## src/rtl/instr_fetch_unit.sv

```systemverilog
// -----------------------------------------------------------------------------
// instr_fetch_unit
//
// Instruction fetch stage. It keeps the PC, issues one instruction-memory
// request at a time, and presents one registered instruction per fetch to
// decode. A one-entry skid buffer holds a returned word while decode is
// stalled, so no word is ever lost. A taken branch flushes the output register
// and the skid buffer. If a request is still in flight when the branch
// arrives, its response is dropped when it returns.
//
// Ports
//   clk, rst_n        clock (rising edge) / asynchronous active-low reset
//   imem_req          request valid; address held until accepted
//   imem_addr         fetch address (= PC, word aligned)
//   imem_ready        memory accepts the request this cycle
//   imem_rvalid       read data valid, one pulse per accepted request
//   imem_rdata        returned instruction word
//   branch_taken      redirect pulse from execute
//   branch_target     redirect address (bits [1:0] ignored)
//   stall             decode cannot accept; output register holds
//   if_valid          output instruction valid
//   if_pc             PC of if_instr
//   if_instr          instruction, NOP (32'h13) whenever if_valid = 0
//   if_opcode         if_instr[6:0], feeds the control decoder directly
// -----------------------------------------------------------------------------
module instr_fetch_unit #(
  parameter int unsigned     XLEN     = 32,
  parameter logic [XLEN-1:0] RESET_PC = '0
) (
  input  logic            clk,
  input  logic            rst_n,
  output logic            imem_req,
  output logic [XLEN-1:0] imem_addr,
  input  logic            imem_ready,
  input  logic            imem_rvalid,
  input  logic [31:0]     imem_rdata,
  input  logic            branch_taken,
  input  logic [XLEN-1:0] branch_target,
  input  logic            stall,
  output logic            if_valid,
  output logic [XLEN-1:0] if_pc,
  output logic [31:0]     if_instr,
  output logic [6:0]      if_opcode
);

  localparam logic [31:0]     NOP     = 32'h0000_0013;
  localparam logic [XLEN-1:0] PC_STEP = XLEN'(4);

  typedef enum logic {
    S_FETCH = 1'b0,
    S_WAIT  = 1'b1
  } state_t;

  state_t          state;
  logic [XLEN-1:0] pc;
  logic            kill;

  logic            out_valid;
  logic [XLEN-1:0] out_pc;
  logic [31:0]     out_instr;

  logic            skid_valid;
  logic [XLEN-1:0] skid_pc;
  logic [31:0]     skid_instr;

  logic [XLEN-1:0] branch_pc;
  logic            resp_fire;
  logic            resp_take;
  logic            consume;

  assign branch_pc = {branch_target[XLEN-1:2], 2'b00};

  // The request is gated by rst_n so it stays low during reset and rises as
  // soon as reset is released. It is also suppressed while a redirect is
  // present, so a request can never be accepted in the same cycle as a
  // branch. Only a request already in flight (S_WAIT) can therefore need
  // killing.
  assign imem_req  = rst_n && (state == S_FETCH) && !skid_valid && !branch_taken;
  assign imem_addr = {pc[XLEN-1:2], 2'b00};

  // A response only counts in S_WAIT. A stray rvalid in S_FETCH, for
  // example after a reset in mid-flight, is ignored.
  assign resp_fire = (state == S_WAIT) && imem_rvalid;
  assign resp_take = resp_fire && !kill && !branch_taken;
  assign consume   = out_valid && !stall;

  assign if_valid  = out_valid;
  assign if_pc     = out_pc;
  assign if_instr  = out_instr;
  assign if_opcode = out_instr[6:0];

  // NOTE: sequential state uses non-blocking assignments only. Every
  // register then samples values from before the edge, whatever order the
  // statements below are written in.
  always_ff @(posedge clk or negedge rst_n) begin
    if (!rst_n) begin
      state      <= S_FETCH;
      pc         <= RESET_PC;
      kill       <= 1'b0;
      out_valid  <= 1'b0;
      out_pc     <= RESET_PC;
      out_instr  <= NOP;
      skid_valid <= 1'b0;
    end else begin
      unique case (state)
        S_FETCH: if (imem_req && imem_ready) state <= S_WAIT;
        S_WAIT:  if (imem_rvalid)            state <= S_FETCH;
        default:                             state <= S_FETCH;
      endcase

      // The response (killed or not) always clears kill. A redirect while
      // waiting marks the outstanding response as stale, including a second
      // redirect during an already-killed wait.
      if (resp_fire) begin
        kill <= 1'b0;
      end else if (branch_taken && (state == S_WAIT)) begin
        kill <= 1'b1;
      end

      if (branch_taken) begin
        pc <= branch_pc;
      end else if (resp_take) begin
        pc <= pc + PC_STEP;
      end

      // The output register and the skid buffer are ordered so that the skid
      // word always leaves before a newer response.
      if (branch_taken) begin
        out_valid  <= 1'b0;
        out_instr  <= NOP;
        skid_valid <= 1'b0;
      end else if (consume) begin
        if (skid_valid) begin
          out_pc     <= skid_pc;
          out_instr  <= skid_instr;
          skid_valid <= resp_take;
        end else if (resp_take) begin
          out_pc    <= pc;
          out_instr <= imem_rdata;
        end else begin
          out_valid <= 1'b0;
          out_instr <= NOP;
        end
      end else if (resp_take) begin
        if (!out_valid) begin
          out_valid <= 1'b1;
          out_pc    <= pc;
          out_instr <= imem_rdata;
        end else begin
          skid_valid <= 1'b1;
        end
      end
    end
  end

  // NOTE: the skid payload has no reset. skid_valid qualifies it, so the
  // value it holds while empty never matters. Loading it on every accepted
  // response covers both ways the skid can fill.
  always_ff @(posedge clk) begin
    if (resp_take) begin
      skid_pc    <= pc;
      skid_instr <= imem_rdata;
    end
  end

endmodule

```

## config.mk

```make
export PLATFORM = sky130hd
export DESIGN_NAME = instr_fetch_unit
export DESIGN_NICKNAME = d
export VERILOG_FILES = /design/src/rtl/instr_fetch_unit.sv
export SDC_FILE = /design/constraint.sdc
export NUM_CORES = 1
export LEC_CHECK = 0
export ABC_AREA = 1
export CAP_MARGIN = 20
export CORE_MARGIN = 2
export CORE_UTILIZATION = 51
export DETAILED_ROUTE_END_ITERATION = 16
export PLACE_DENSITY = 0.92
export RECOVER_POWER = 25
export SYNTH_ARGS = -nofsm -noshare
export SYNTH_HDL_FRONTEND = slang
export SYNTH_SLANG_ARGS = --single-unit
export TNS_END_PERCENT = 1
```

## constraint.sdc

```tcl
create_clock -name clk -period 2.71 [get_ports clk]
set_input_delay 0.542 -clock clk [delete_from_list [all_inputs] [get_ports clk]]
set_output_delay 0.542 -clock clk [all_outputs]
set_load 0.02 [all_outputs]
```

# --- After elaboration in Yosys (flattened, before gate mapping) ---
# Index checks and enable logic that the tools add are counted.
totals:
  register_bits: 164
  inputBits: 70
  out_inout_bits: 105
op_classes:
  n_addsub: 1
  eq_ne: 4
  muxes: 28
  bitwise_logic: 2
  reduce_logical: 23
op_table:
  columns: ["cell", "n"]
  rows:
  - ["2-to-1 mux 32 bit", 13]
  - ["adder 32 x 3 -> 32 bit, second input constant", 1]
  - ["2-to-1 mux 1 bit", 14]
  - ["logical AND 1 bit", 9]
  - ["nonzero test 2 bit", 4]
  - ["!= test 3 bit, second input constant", 2]
  - ["nonzero test 3 bit", 2]
  - ["logical NOT 1 bit", 4]
  - ["AND reduction 2 bit", 2]
  - ["AND reduction 4 bit", 1]
  - ["!= test 3 x 2 -> 1 bit, second input constant", 1]
  - ["AND reduction 3 bit", 1]
  - ["!= test 2 x 1 -> 1 bit, second input constant", 1]
  - ["NOT 1 bit", 2]
  - ["one-hot mux 1 bit (2 select lines)", 1]

# --- Depth between registers and ports, before layout ---
depth:
  ltp_word: 7
  depth_mapped: 10

# --- Worst setup path before layout ---
# No wires, ideal clock.
synth_path:
  kind: "input to register"
  from: "input branch_taken"
  to: "register skid_instr[0], enable pin"
  setup_time_ns: 0.395
  t_arrival_ns: 1.927
  required_ns: 2.315
  slack_ns: 0.389
  stages: 6
  path_buffers: 3
  path_cell_list: "buf_4 -> inv_2 -> buf_6 -> nand2_2 -> inv_2 -> buf_2"
synth_via:
  elab_chain_len: 2
synth_rtl:
  columns: ["element", "line", "text"]
  rows:
  - ["start: declaration", "37", "input logic branch_taken,"]
  - ["logical NOT 1 bit", "84", "assign resp_take = resp_fire && !kill && !branch_taken;"]
  - ["logical AND 1 bit", "84", null]
  - ["end signal: assignment", "162", "skid_instr <= imem_rdata;"]
  - ["end: declaration", "64", "logic [31:0] skid_instr;"]
# No other way between the ends.
# A chain may end at the register's enable or synchronous reset.

# --- Final worst setup path ---
layout_path:
  from: "input branch_taken"
  to: "register pc[18]"
layout_via:
  elab_chain_len: 3
layout_rtl:
  columns: ["element", "line", "text"]
  rows:
  - ["logical NOT 1 bit", "84", null]
  - ["logical AND 1 bit", "84", null]
  - ["nonzero test 2 bit (no source line)", null, null]
  - ["end signal: assignment", "121", "pc <= branch_pc;"]
  - ["end signal: assignment", "123", "pc <= pc + PC_STEP;"]
  - ["end: declaration", "55", "logic [XLEN-1:0] pc;"]
# Several ways; a longest one is shown, not always the timed one.

==> impl_summary.txt <==
----------------------------------------------------
[Synthesis]
  Top flip-flop cell by instance count after synthesis ... sky130_fd_sc_hd__dfrtp_1
  Post-Synthesis Mean Instance Area ... 8.58 um^2
  Mapped Area ... 0.00763 mm^2
  Post-synthesis sequential area ratio ... 0.560
  Leading post-synthesis cells by cell area ... sky130_fd_sc_hd__dfrtp_1, sky130_fd_sc_hd__edfxtp_1, sky130_fd_sc_hd__nand2_1
  Proportion of netlist area held by the largest area contributor ... 0.305
  Flop and latch count out of synthesis ... 158
  Count of cell types in the netlist ... 36
  Number of warning messages in the yosys log ... 0
  Share of flip-flops with an asynchronous set or reset after synthesis ... 0.608
  Post-synthesis cell type with the largest combined area ... sky130_fd_sc_hd__dfrtp_1
  Number of enable-type register cells in the synthesized netlist ... 62
  List of most frequent post-synthesis cells ... sky130_fd_sc_hd__nand2_1, sky130_fd_sc_hd__dfrtp_1, sky130_fd_sc_hd__nor2_1
  Post-synthesis instance total ... 889
  Most numerous cell in the Yosys netlist ... sky130_fd_sc_hd__nand2_1

[Clock network]
  Number of buffers added to fix hold violations after cts ... 0
  H-tree level count ... 4
  Clock latency reported for the late side of the worst-skew pair ... 0.43 ns
  CTS tree ... built
  Post-cts resize count ... 0
  Deepest clock path buffer count ... 2
  Sinks on the clock net ... 158
  Library cell used as clock root buffer ... sky130_fd_sc_hd__clkbuf_16
  Num CTS Buffers ... 17
  Clock-pin slew on the worst setup and hold paths ... 0.06 ns
  Post-CTS setup buffer count ... 0

[Timing]
  Final setup TNS ... 0 ns
  Final clock skew ... 0.00836 ns
  Count of final setup violators ... 0
  Final min period ... 2.46 ns
  Fmax ... 0.406 GHz
  Count of final hold-check violations ... 0
  RSZ-0062 raised after global routing ... false
  Slew Limit Fails ... 0
  Transition time of the tightest slew-check pin ... 1.43 ns
  Part of the cycle the worst path needs ... 0.910
  Slew Limit Headroom ... 0.0472

[Layout]
  Area growth from synthesis to layout ... 30.9%
  Nets@finish ... 1111
  Utilization after layout ... 0.684
  Final instance count without filler cells ... 1237
  Layout cell share with drive strength beyond 1 ... 0.0703
  Number of inserted diodes ... 0

[Critical path]
  Startpoint of the worst setup timing path ... branch_taken
  Internal reg-to-reg setup slack ... 0.61 ns
  Capturing point of the worst reg2reg path ... pc[4]$_DFFE_PN0P_
  Nature of the critical path endpoint ... register
  Startpoint class of the critical path ... primary input
  CP endpoint ... pc[18]$_DFFE_PN0P_
  Required time of the critical path ... 3.01 ns
  Number of cells on the worst reg-to-reg path ... 8
  Largest fanout of any net on the critical path ... 28
  WS Path Type ... in2reg
  Data arrival, critical path ... 2.76 ns
  R2R Path Start ... state$_DFF_PN0_

[Floorplanning]
  Number of standard-cell rows in the floorplan ... 44
  Vertical die dimension ... 126 um
  Standard cell core area ... 0.0146 mm^2
  Horizontal die dimension ... 126 um
  Number of ports placed on the die boundary ... 175
  Effective utilization at floorplan ... 0.523
  Full die area ... 0.0159 mm^2

[Detailed routing]
  Pre-antenna DRT Iters ... 7
  DRC violation total after the first TritonRoute iteration ... 563
  Number of nets with antenna violations after routing ... 0
  Total number of vias ... 6816
  Post-DR wirelength/cell ... 16.6 um
  Per-cell via count in the routed design ... 5.51
  Post-detailed-routing wire length ... 20.6 mm
  Number of design rule violations left after detail routing ... 0

[Hold path]
  Kind of path behind the tightest hold check ... in2async

[GRT]
  Total congestion overflow after global routing ... 0
  Largest net degree at the start of global routing ... 71
  Global-route wire length before repair ... 33.4 mm
  Total routing resource utilization after global routing ... 0.263
  Number of global-route vias before repair ... 6585
  Initial antenna violation count ... 0

[Place]
  Routability Congestion ... 0.917
  Total half-perimeter wirelength after legalization and detailed placement ... 13.6 mm
  Instance count after placement with tap cells included ... 1205
  Port Buffers ... 168

[Pwr]
  PD cells ... 827 mW/mm^2
  Total Power ... 8.25 mW
  Worst ir drop on vdd ... 0.536 mV
  Static leakage power ... 4.25 nW

[Job]
  Max-Cap Viols ... 0

[Run status]
  Status ... finished clean

----------------------------------------------------
==> per-layer routing <==
metal  global-route usage  routed length [um]
met4               0.0989                 586
met2                0.435               10200
met5                    0                   0
met1                0.343                8110
met3               0.0573                1670
==> kinds of logic (layout without fill, tap and decap cells) <==
| kind of cell | count (synthesis) | after routing | synth area share |
|---|---|---|---|
| AO/OA/AOI/OAI | 147 | 147 | 0.102 |
| XOR/XNOR | 11 | 11 | 0.0126 |
| adder cells (fa/ha/maj) | 1 | 1 | 0.00164 |
| buffers and inverters | 131 | 292 | 0.0809 |
| flip-flops | 158 | 158 | 0.560 |
| other | 1 | 4 | 0.000492 |
| AND/OR/NAND/NOR | 440 | 440 | 0.243 |
==> cells in the final DEF (no fill, tap or decap), drive strengths merged, types with 2 or more instances in the layout <==
master	count
a31oi	4
o21ai	94
o211ai	7
buf	12
xor2	10
edfxtp	62
bufinv	3
nor2	84
a21oi	36
o21bai	4
clkinv	3
nand3	70
clkbuf	23
dfrtp	93
nand2	282
inv	81
conb	4
dlygate4sd3	32
clkinvlp	4
clkdlybuf4s50	134
dfstp	3
nand4	2
==> layout make-up <==
class                   instances  area [um^2]
well taps                     184          230
fillers                      1107         4610
inverters                      77          294
clock inverters                14          181
multi-input cells             603         2750
clock buffers                  18          439
repair buffers                183         1820
flip-flops and latches        158         4270
==> worst max-delay path, stage by stage <==
cell	delay (ns)
sky130_fd_sc_hd__clkbuf_1	0.24
sky130_fd_sc_hd__clkbuf_1	1.08
sky130_fd_sc_hd__nor2_4	0.11
sky130_fd_sc_hd__inv_1	0.42
sky130_fd_sc_hd__o21ai_0	0.16
sky130_fd_sc_hd__o21bai_1	0.19
==> sequential cells by signal, summed over array words and instances, names as in the netlist <==
register / cells
skid_pc: 30
skid_instr: 32
if_pc: 30
if_instr: 32
state: 1
kill: 1
if_valid: 1
skid_valid: 1
pc: 30
==> per-stage QoR <==
stage	cell area (um^2)	setup slack (ns)	hold slack [ns]
2_1_floorplan	7640	0.389	0.246
3_3_place_gp	9360	0.168	0.464
3_5_place_dp	9380	0.319	0.473
4_1_cts	10000	0.357	0.213
5_1_grt	9980	0.140	0.428
6_report	9980	0.245	0.398
==> worst min path at each step <==
| stage | end |
|---|---|
| after floorplan | if_instr[10]$_DFFE_PN0P_ |
| after global placement | if_pc[14]$_DFFE_PN0P_ |
| after detailed placement | if_pc[16]$_DFFE_PN0P_ |
| after CTS | if_instr[20]$_DFFE_PN0P_ |
| after global routing | if_instr[23]$_DFFE_PN0P_ |
| final | if_instr[27]$_DFFE_PN0P_ |
==> where the power goes <==
part	switching, mW	leakage [nW]	internal, mW
sequential	0.368	1.77	2.98
combinational	1.37	2.19	1.04
clock	1.00	0.291	1.49
total	2.74	4.25	5.51
Note: power is estimated with default switching activity, not from simulation.
